===== config.mk =====
export PLATFORM = sky130hd
export DESIGN_NAME = mealy_stream_ctrl
export DESIGN_NICKNAME = d
export VERILOG_FILES = /design/src/rtl/mealy_stream_ctrl.sv
export SDC_FILE = /design/constraint.sdc
export NUM_CORES = 1
export LEC_CHECK = 0
export ABC_CLOCK_PERIOD_IN_PS = 5000
export CELL_PAD_IN_SITES_DETAIL_PLACEMENT = 0
export CELL_PAD_IN_SITES_GLOBAL_PLACEMENT = 1
export CORE_MARGIN = 10
export CORE_UTILIZATION = 34
export DETAILED_ROUTE_END_ITERATION = 8
export GPL_ROUTABILITY_DRIVEN = 0
export PLACE_DENSITY_LB_ADDON = 0.12
export SLEW_MARGIN = 10
export SYNTH_ARGS = -nofsm -noshare
export SYNTH_HDL_FRONTEND = slang
export SYNTH_SLANG_ARGS = --single-unit

===== constraint.sdc =====
create_clock -name clk -period 5 [get_ports clk]
set_input_delay 1.25 -clock clk [delete_from_list [all_inputs] [get_ports clk]]
set_output_delay 1.25 -clock clk [all_outputs]
set_load 0.05 [all_outputs]

===== src/rtl/mealy_stream_ctrl.sv =====
// mealy_stream_ctrl
//   Sequencer for a Mealy sequence detector. A WIDTH-bit frame is latched
//   on an accepted start. The detector is then held in reset for one cycle,
//   and the frame is shifted MSB-first into the detector's P1 input, one bit
//   per clock. The block counts the cycles where the detector's z output is
//   high, records the bit index of the first hit, and pulses done at the end
//   of the frame.
//
// Ports
//   clk            rising-edge clock
//   reset          synchronous, active-low reset
//   start          begin a frame; sampled only in IDLE (start wins over abort)
//   abort          cancel the frame while in CLEAR/SHIFT
//   frame_in       frame data, latched on the accepted start
//   det_z          detector z output (combinational in P1)
//   det_bit        drives detector P1
//   det_rst        drives detector reset (active-high)
//   busy           high in CLEAR/SHIFT
//   done           one-cycle pulse in DONE
//   hit_count      saturating z count for the last/current frame
//   hit_any        at least one hit seen in the frame
//   first_hit_idx  bit index (0 = MSB) of the first hit, valid when hit_any=1
//   dbg_state      current FSM state (0 IDLE, 1 CLEAR, 2 SHIFT, 3 DONE)
//
// Handshake: start is a request with no ready. It is accepted only on an
// edge where the FSM is in IDLE, and busy rising on the next cycle
// acknowledges it. A start seen in any other state is dropped.
module mealy_stream_ctrl #(
  parameter int WIDTH = 12,
  parameter int CNT_W = 4,
  parameter int IDX_W = 4
) (
  input  logic             clk,
  input  logic             reset,
  input  logic             start,
  input  logic             abort,
  input  logic [WIDTH-1:0] frame_in,
  input  logic             det_z,
  output logic             det_bit,
  output logic             det_rst,
  output logic             busy,
  output logic             done,
  output logic [CNT_W-1:0] hit_count,
  output logic             hit_any,
  output logic [IDX_W-1:0] first_hit_idx,
  output logic [1:0]       dbg_state
);

  typedef enum logic [1:0] {
    IDLE  = 2'd0,
    CLEAR = 2'd1,
    SHIFT = 2'd2,
    DONE  = 2'd3
  } state_t;

  state_t           state, state_nxt;
  logic [WIDTH-1:0] shreg, shreg_nxt;
  logic [IDX_W-1:0] idx, idx_nxt;
  logic [CNT_W-1:0] cnt_nxt;
  logic             any_nxt;
  logic [IDX_W-1:0] first_nxt;
  logic             abort_q, abort_nxt;

  localparam logic [IDX_W-1:0] LAST_IDX = IDX_W'(WIDTH - 1);
  localparam logic [CNT_W-1:0] CNT_MAX  = {CNT_W{1'b1}};

  always_ff @(posedge clk) begin
    if (!reset) begin
      state         <= IDLE;
      shreg         <= '0;
      idx           <= '0;
      hit_count     <= '0;
      hit_any       <= 1'b0;
      first_hit_idx <= '0;
      abort_q       <= 1'b0;
    end else begin
      state         <= state_nxt;
      shreg         <= shreg_nxt;
      idx           <= idx_nxt;
      hit_count     <= cnt_nxt;
      hit_any       <= any_nxt;
      first_hit_idx <= first_nxt;
      abort_q       <= abort_nxt;
    end
  end

  always_comb begin
    state_nxt = state;
    shreg_nxt = shreg;
    idx_nxt   = idx;
    cnt_nxt   = hit_count;
    any_nxt   = hit_any;
    first_nxt = first_hit_idx;
    abort_nxt = 1'b0;
    case (state)
      IDLE: begin
        if (start) begin
          shreg_nxt = frame_in;
          idx_nxt   = '0;
          cnt_nxt   = '0;
          any_nxt   = 1'b0;
          first_nxt = '0;
          state_nxt = CLEAR;
        end
      end
      CLEAR: begin
        if (abort) begin
          state_nxt = IDLE;
          abort_nxt = 1'b1;
        end else begin
          state_nxt = SHIFT;
        end
      end
      SHIFT: begin
        if (abort) begin
          // The z seen on the abort cycle is dropped; partial results hold.
          state_nxt = IDLE;
          abort_nxt = 1'b1;
        end else begin
          if (det_z) begin
            if (hit_count != CNT_MAX) cnt_nxt = hit_count + 1'b1;
            if (!hit_any) begin
              any_nxt   = 1'b1;
              first_nxt = idx;
            end
          end
          shreg_nxt = shreg << 1;
          idx_nxt   = idx + 1'b1;
          if (idx == LAST_IDX) state_nxt = DONE;
        end
      end
      DONE: state_nxt = IDLE;
      default: state_nxt = IDLE;
    endcase
  end

  // The detector is held in reset while our own reset is low, for the CLEAR
  // cycle, and for the cycle after an abort so it never sees a stale prefix.
  assign det_rst   = ~reset | (state == CLEAR) | abort_q;
  assign det_bit   = (state == SHIFT) ? shreg[WIDTH-1] : 1'b0;
  assign busy      = (state == CLEAR) || (state == SHIFT);
  assign done      = (state == DONE);
  assign dbg_state = state;

endmodule

## Word level (Yosys, flattened, before mapping)

Index checks and enable logic that the tools add are counted.

| operators by class | value |
|---|---|
| reduce and logical (&&, ||, !) cells | 10 |
| equality and inequality tests | 11 |
| $add $sub $neg | 2 |
| bitwise gates (word level) | 3 |
| muxes and demuxes | 25 |

Operators by type and width:

| kind | count |
|---|---|
| $mux W4 | 8 |
| $mux W12 | 2 |
| $pmux W12 S2 | 1 |
| $pmux W4 S2 | 3 |
| $ne A2 B2 Y1 const B | 5 |
| $reduce_and A5 Y1 | 2 |
| $add A4 B1 Y4 const B | 2 |
| $mux W2 | 4 |
| $pmux W2 S4 | 1 |
| $mux W1 | 5 |
| $eq A2 B2 Y1 const B | 2 |
| $eq A4 B4 Y1 const B | 1 |
| $ne A4 B4 Y1 const B | 1 |
| $reduce_and A2 Y1 | 2 |
| $reduce_and A4 Y1 | 1 |
| $ne A3 B3 Y1 const B | 1 |
| $reduce_and A3 Y1 | 1 |
| $eq A2 B1 Y1 const B | 1 |
| $logic_not A2 Y1 | 1 |
| $or A1 B1 Y1 | 2 |
| $pmux W1 S2 | 1 |
| $reduce_bool A2 Y1 | 1 |
| $reduce_or A2 Y1 | 1 |
| $logic_or A1 B1 Y1 | 1 |
| $not A1 Y1 | 1 |

| word-level totals | value |
|---|---|
| input bits | 17 |
| register bits after elaboration | 28 |

## Depth between registers and ports, before layout

Gate-level depths: netlist of the first run.

| logic depth | value |
|---|---|
| depth in word-level cells | 5 |
| mapped depth | 8 |
| depth with buffers taken out | 6 |

## Least setup slack after synthesis of the first run

Ideal clock, no wire load.

| timing | value |
|---|---|
| kind | input to output |
| from | in reset |
| to | out det_rst |
| stages on the path | 2 |
| required time | 3.750 ns |
| buffers on the path | 1 |
| path slack | 1.657 ns |
| arrival time | 2.093 ns |
| cells stage by stage | clkbuf_1 -> or3b_2 |

| on the way | value |
|---|---|
| cells in the longest elaborated chain, start to end | 3 |

RTL lines:

| element | line | text |
|---|---|---|
| from (decl) | 34 | `input logic reset,` |
| $not A1 Y1 | 139 | `assign det_rst = ~reset \| (state == CLEAR) \| abort_q;` |
| $or A1 B1 Y1 (2 in a row) | 139 |  |
| to (decl) | 40 | `output logic det_rst,` |

Every way passes these cells.

## Final worst setup path of the first run

Ends and elaborated chain as after synthesis.

==> flow_summary.yaml, run 1 <==
layout:
  finalCoreUtilization: 0.457
  antenna_cells_inserted: 0
  area_growth_syn_to_layout_pct: 28.1
  drive_above_1_share: 0.0852
  finish.net_count: 202
grt:
  global_route.usage.met3: 0.0287
  antenna_found_initial: 0
  global_route.overflow_total: 0
  gr_busiest_metal: "met2"
  grtUsageMet1: 0.104
  global_route.usage.total: 0.0949
  grt_start_max_net_pins: 36
  gr-usage-met2: 0.175
  first_pass_grt_wire_length_um: 5850
  via_count_of_the_first_global_routing_pass: 1224
floorplan:
  starting_density: 0.356
  die_height_um: 85.5
  floorplan.io_pins: 32
  fp-row-count: 23
  die_width_um: 85.5
  die_area_sq_um: 7300
  floorplan.core_area_sq_um: 4090
logic_synthesis:
  mappedNetlistArea_sq_um: 1460
  ys_seq_elements: 28
  netlist_instances: 149
  ys_seq_area_frac: 0.385
  post_synth_xor_area_fraction: 0.0120
  dominant_combinational_cell_family_by_area_after_synthesis: "compound AO/OA/AOI/OAI gates"
  yosys_top_cell_area_share: 0.385
  postSynth.asyncResetShare: 0
  synth.largest_area_cell: "sky130_fd_sc_hd__dfxtp_1"
  post_synth.cell_area_avg_sq_um: 9.77
  synth-adder-area-share: 0.0687
  synth_compound_area_frac: 0.210
  synth-edff-count: 0
  yosysWarningCount: 0
  netlist-cell-type-count: 40
  yosys.area_share.simple: 0.172
  yosys-mux-area-fraction: 0.117
  most_used_dff_post_synth: "sky130_fd_sc_hd__dfxtp_1"
  netlist_top_cells_area: "sky130_fd_sc_hd__dfxtp_1 (38%), sky130_fd_sc_hd__mux2i_1 (12%), sky130_fd_sc_hd__o211a_1 (8.9%), sky130_fd_sc_hd__ha_1 (6.9%), sky130_fd_sc_hd__nand2_1 (5.2%)"
  syn-num-nets: 174
clock_tree:
  post-cts-setup-buffers: 0
  clock_pin_slew_of_the_registers_on_the_worst_case_setup_and_hold_paths_ps: 100
  worst_skew_pair.late_latency_ps: 270
  post_cts_resized: 0
  ctsHtreeMaxLevel: 1
  tritoncts.num_buffers: 3
  cts_sinks: 28
  cts-hold-fix-buffers: 0
  cts_root_buf: "sky130_fd_sc_hd__clkbuf_8"
  ctsLongestPathBuffers: 2
  cts_tree: "built"
routing:
  route.antenna.remaining_nets: 0
  drt_first_iter_violations: 73
  wirelength_um: 3330
  route.detailed.vias_per_inst: 5.14
  detailroute.via_count: 1161
  drt_pass1_iterations: 4
  drt_drc_violations_left: 0
  route.detailed.wl_per_inst_um: 14.7
setup_path:
  crit_required_ps: 3750
  critical_path.max_fanout: 2
  worst-setup-path-type: "in -> out"
  worstSetupEndpointType: "output pin"
  timing.critical_path.arrival_ps: 2410
  setup.worst_path.start_class: "input port"
pwr:
  max-vdd-ir-drop_v: 0.000130
  power.density_cell_area_nw_per_um2: 285
  power_mw: 0.532
  cellLeakagePower_nw: 0.809
timing:
  fmaxAchievable_mhz: 273
  postLayoutSetupSlackWorst_ps: 1340
  finalMaxSlewViolations: 0
  total_setup_violations_reported_at_the_end_of_the_flow: 0
  worstMarginPinSlew_ps: 987
  timing.setup.tns_ps: 0
  final_hold_violating_endpoints: 0
  rsz_0062_raised_after_global_routing: "no"
  fin_crit_ps: 3660
  max-slew-margin-rel: 0.342
  clock_skew_ps: 2.97
  timing.final.crit_share: 0.733
placement:
  place.port_buffers: 31
  place_hpwl_um: 2550
  dp_worst_setup_slack_ps: 1320
status:
  outcome: "completed"
min_path:
  hold_path.class: "reg -> reg"
run:
  cap_viol_max_count: 0
-- layer usage --
| layer | up-vias | share of wire |
|---|---|---|
| met5 | - | 0 |
| met4 | 0 | 0.0045 |
| met3 | 2 | 0.043 |
| met2 | 22 | 0.52 |
| met1 | 544 | 0.43 |
| li1 | 593 | - |
-- per-stage QoR --
step	hold WS [ps]	area (sq um)	instances
after floorplan	464	1460	149
after global placement	445	1790	222
after detailed placement	459	1790	222
after CTS	474	1870	226
after global routing	500	1870	226
final	469	1870	226
-- kinds of logic after synthesis --
group / Yosys count
and+or+nand+nor: 48
DFF: 28
AOI/OAI and AO/OA: 34
buffers and inverters: 12
adders and majority gates: 8
xor gates and xnor gates: 2
muxes: 17
-- cell usage in the layout (no fill, tap or decap), types with 4 or more instances in the layout --
master	n
sky130_fd_sc_hd__dfxtp_1	28
sky130_fd_sc_hd__clkdlybuf4s50_1	30
sky130_fd_sc_hd__o211a_1	13
sky130_fd_sc_hd__nand3_1	6
sky130_fd_sc_hd__nor2_1	4
sky130_fd_sc_hd__ha_1	8
sky130_fd_sc_hd__mux2i_1	17
sky130_fd_sc_hd__a21oi_1	4
sky130_fd_sc_hd__nor2b_1	5
sky130_fd_sc_hd__nand2_1	20
-- cell type report --
class	count	area, sq um
multi-input cells	109	845
repair buffers	32	315
flip-flops and latches	28	561
inverters	3	11.3
fillers	388	2220
clock buffers	3	41.3
clock inverters	1	30.0
well taps	50	62.6
-- worst max-delay path: stages --
cell and delay [ps]:
sky130_fd_sc_hd__clkdlybuf4s50_1 510, sky130_fd_sc_hd__or3b_2 450, sky130_fd_sc_hd__buf_4 200
-- registers in the layout, summed over array words and instances, names as in the netlist --
name / flops
dbg_state: 2
abort_q: 1
shreg: 12
hit_any: 1
idx: 4
hit_count: 4
first_hit_idx: 4
-- cell usage after synthesis, types with 2 or more instances --
library cell               number
sky130_fd_sc_hd__clkbuf_1       4
sky130_fd_sc_hd__a32oi_1        2
sky130_fd_sc_hd__a21oi_1        4
sky130_fd_sc_hd__o21ai_0        3
sky130_fd_sc_hd__o211a_1       13
sky130_fd_sc_hd__mux2i_1       17
sky130_fd_sc_hd__buf_2          5
sky130_fd_sc_hd__dfxtp_1       28
sky130_fd_sc_hd__nand2_1       20
sky130_fd_sc_hd__nor2b_1        5
sky130_fd_sc_hd__nor2_1         4
sky130_fd_sc_hd__ha_1           8
sky130_fd_sc_hd__inv_1          3
sky130_fd_sc_hd__nand3_1        6
sky130_fd_sc_hd__nand3b_1       2
-- where the power goes --
part           internal, mW  switching [mW]  total, mW
logic                0.0482          0.0591      0.107
registers             0.238         0.00855      0.246
clock network         0.107          0.0712      0.178
-- final timing paths --
check	start	end	slack, ps	cells past startpoint
worst max-delay path	reset	det_rst	1340	3
worst min-delay path	first_hit_idx[2]	first_hit_idx[2]	470	2
worst max register to register	dbg_state[0]	shreg[10]	2280	6
worst min register to register	first_hit_idx[2]	first_hit_idx[2]	470	2
(Power assumes the default switching activity.)
==> inputs of run 2 (changes only) <==
--- a/config.mk
+++ b/config.mk
@@ -5,7 +5,7 @@
 export SDC_FILE = /design/constraint.sdc
 export NUM_CORES = 1
 export LEC_CHECK = 0
-export ABC_CLOCK_PERIOD_IN_PS = 5000
+export ABC_CLOCK_PERIOD_IN_PS = 3600
 export CELL_PAD_IN_SITES_DETAIL_PLACEMENT = 0
 export CELL_PAD_IN_SITES_GLOBAL_PLACEMENT = 1
 export CORE_MARGIN = 10
==> constraint.sdc (replaced) <==
create_clock -name clk -period 3.6 [get_ports clk]
set_input_delay 0.9 -clock clk [delete_from_list [all_inputs] [get_ports clk]]
set_output_delay 0.9 -clock clk [all_outputs]
set_load 0.05 [all_outputs]
==> run 2 against run 1 <==
Clock power fell by 6%. Die area stayed put. Count of clock-buffer cells in the layout unchanged. Critical path depth rose by 1. Clock skew up 3.8 ps. Core utilization down 0.37 points. Sequential power is 39% higher. Final cell count increased by 0.44%. Non-clock buffer count rose by 2. Critical path type is now reg -> out. Largest cell class unchanged.
==> flow_summary.yaml, run 2 (same netlist as run 1, synthesis figures left out) <==
layout:
  finish.net_count: 204
  max_flop_register: "shreg"
  largest_reg_flops: 12
  drive_above_1_share: 0.0904
  top_library_cells_by_usage_in_the_layout_fill_and_taps_aside: "sky130_fd_sc_hd__clkdlybuf4s50_1 (30), sky130_fd_sc_hd__dfxtp_1 (28), sky130_fd_sc_hd__nand2_1 (20)"
  layout.cells.non_filler: 227
  antenna_cells_inserted: 0
  area_growth_syn_to_layout_pct: 27.1
  commonest_non_fill_non_tap_cell_in_the_layout: "sky130_fd_sc_hd__clkdlybuf4s50_1"
  finalInstanceArea_sq_um: 1850
clock_tree:
  cts_root_buf: "sky130_fd_sc_hd__clkbuf_8"
  post-cts-setup-buffers: 0
  cts_tree: "built"
  ctsLongestPathBuffers: 2
  cts_sinks: 28
  worst_skew_pair.late_latency_ps: 270
  tritoncts.num_buffers: 3
  clock_pin_slew_of_the_registers_on_the_worst_case_setup_and_hold_paths_ps: 90
  cts-hold-fix-buffers: 0
  post_cts_resized: 0
  ctsHtreeMaxLevel: 1
timing:
  timing.final.crit_share: 0.868
  fmaxAchievable_mhz: 320
  worstMarginPinSlew_ps: 524
  clock_skew_ps: 6.79
  timing.setup.tns_ps: 0
  total_setup_violations_reported_at_the_end_of_the_flow: 0
  final_hold_violating_endpoints: 0
  finalMaxSlewViolations: 0
  rsz_0062_raised_after_global_routing: "no"
  max-slew-margin-rel: 0.649
  fin_crit_ps: 3120
min_path:
  hold_path.class: "reg -> reg"
placement:
  dpl_cell_area_sq_um: 1810
  numPlacedInstances: 224
  place_hpwl_um: 2560
  place.port_buffers: 31
pwr:
  cellLeakagePower_nw: 0.805
  power_switching_share: 0.285
  max-vdd-ir-drop_v: 0.000237
  internal_power_mw: 0.475
  power.share.combinational: 0.231
  p_clk_frac: 0.254
  sequentialPowerShare: 0.515
  power_mw: 0.663
  power.density_cell_area_nw_per_um2: 359
  switching_power_mw: 0.189
floorplan:
  fp-row-count: 23
  die_area_sq_um: 7300
  floorplan.core_area_sq_um: 4090
  starting_density: 0.356
  die_width_um: 85.5
  floorplan.io_pins: 32
  die_height_um: 85.5
grt:
  grt_start_max_net_pins: 36
  first_pass_grt_wire_length_um: 5860
  global_route.usage.total: 0.0948
  via_count_of_the_first_global_routing_pass: 1234
  global_route.overflow_total: 0
  antenna_found_initial: 0
routing:
  route.antenna.remaining_nets: 0
  drt_drc_violations_left: 0
  route.detailed.wl_per_inst_um: 15.1
  detailroute.via_count: 1182
  route.detailed.vias_per_inst: 5.21
  wirelength_um: 3420
  drt_first_iter_violations: 66
  drt_pass1_iterations: 4
setup_path:
  cp_slowest_stage_delay_ps: 800
  cp_top_family: "buffers and inverters"
  timing.critical_path.arrival_ps: 2220
  worst-path-buf-inv: 2
  crit_required_ps: 2700
  worst-setup-path-type: "reg -> out"
  setup.worst_path.start_class: "flip-flop"
  critical_path.max_fanout: 9
  timing.critical_path.slowest_stage_cell: "sky130_fd_sc_hd__clkdlybuf4s50_1"
  worstSetupEndpointType: "output pin"
  timing.critical_path.cells: "inv_1 -> ha_1 -> and2_1 -> clkdlybuf4s50_1"
status:
  outcome: "completed"
run:
  cap_viol_max_count: 0
==> run 2: cell count changes in the layout (fill, tap and decap cells not counted), sizes merged <==
cell,previous run,this run
buf,2,4
bufinv,1,0
==> run 2: layout make-up <==
type,count,area (sq um)
fillers,393,2240
clock buffers,3,41.3
well taps,50,62.6
multi-input cells,109,845
flip-flops and latches,28,561
repair buffers,34,330
inverters,3,11.3
==> run 2: metal layers <==
layer,track usage,vias to the layer above,wire (um)
li1,-,598,-
met3,0.0354,6,166
met1,0.112,554,1490
met5,0,-,0
met2,0.156,24,1690
met4,0.0269,0,74
==> run 2: per-stage QoR <==
step	setup slack (ps)	util	hold WS, ps
floorplan	957	-	464
finish	476	0.453	478
detailed placement	615	0.443	468
CTS	455	0.453	482
global route	335	0.453	510
global placement	620	0.443	443
==> run 2: power groups by stage <==
| stage | clock network, mW | logic (mW) | registers [mW] |
|---|---|---|---|
| 2_1_floorplan | 0 | 0.103 | 0.353 |
| 3_3_place_gp | 0 | 0.152 | 0.348 |
| 3_5_place_dp | 0 | 0.155 | 0.349 |
| 4_1_cts | 0.178 | 0.156 | 0.342 |
| 5_1_grt | 0.188 | 0.169 | 0.344 |
| 6_report | 0.168 | 0.153 | 0.342 |
==> run 2: path summary, 6_finish.rpt <==
| path | start | end | slack [ps] | depth (start not counted) |
|---|---|---|---|---|
| max | dbg_state[0] | det_bit | 480 | 4 |
| min | first_hit_idx[0] | first_hit_idx[0] | 480 | 2 |
| max reg2reg | dbg_state[0] | hit_count[3] | 1630 | 6 |
| min reg2reg | first_hit_idx[0] | first_hit_idx[0] | 480 | 2 |
==> run 2: worst register-to-register path, stage by stage, from the launching register on <==
cell and delay, ps:
sky130_fd_sc_hd__dfxtp_1 420, sky130_fd_sc_hd__inv_1 130, sky130_fd_sc_hd__ha_1 290, sky130_fd_sc_hd__and2b_4 230
sky130_fd_sc_hd__a2111oi_4 410, sky130_fd_sc_hd__nand2_2 150, sky130_fd_sc_hd__o211a_1 240
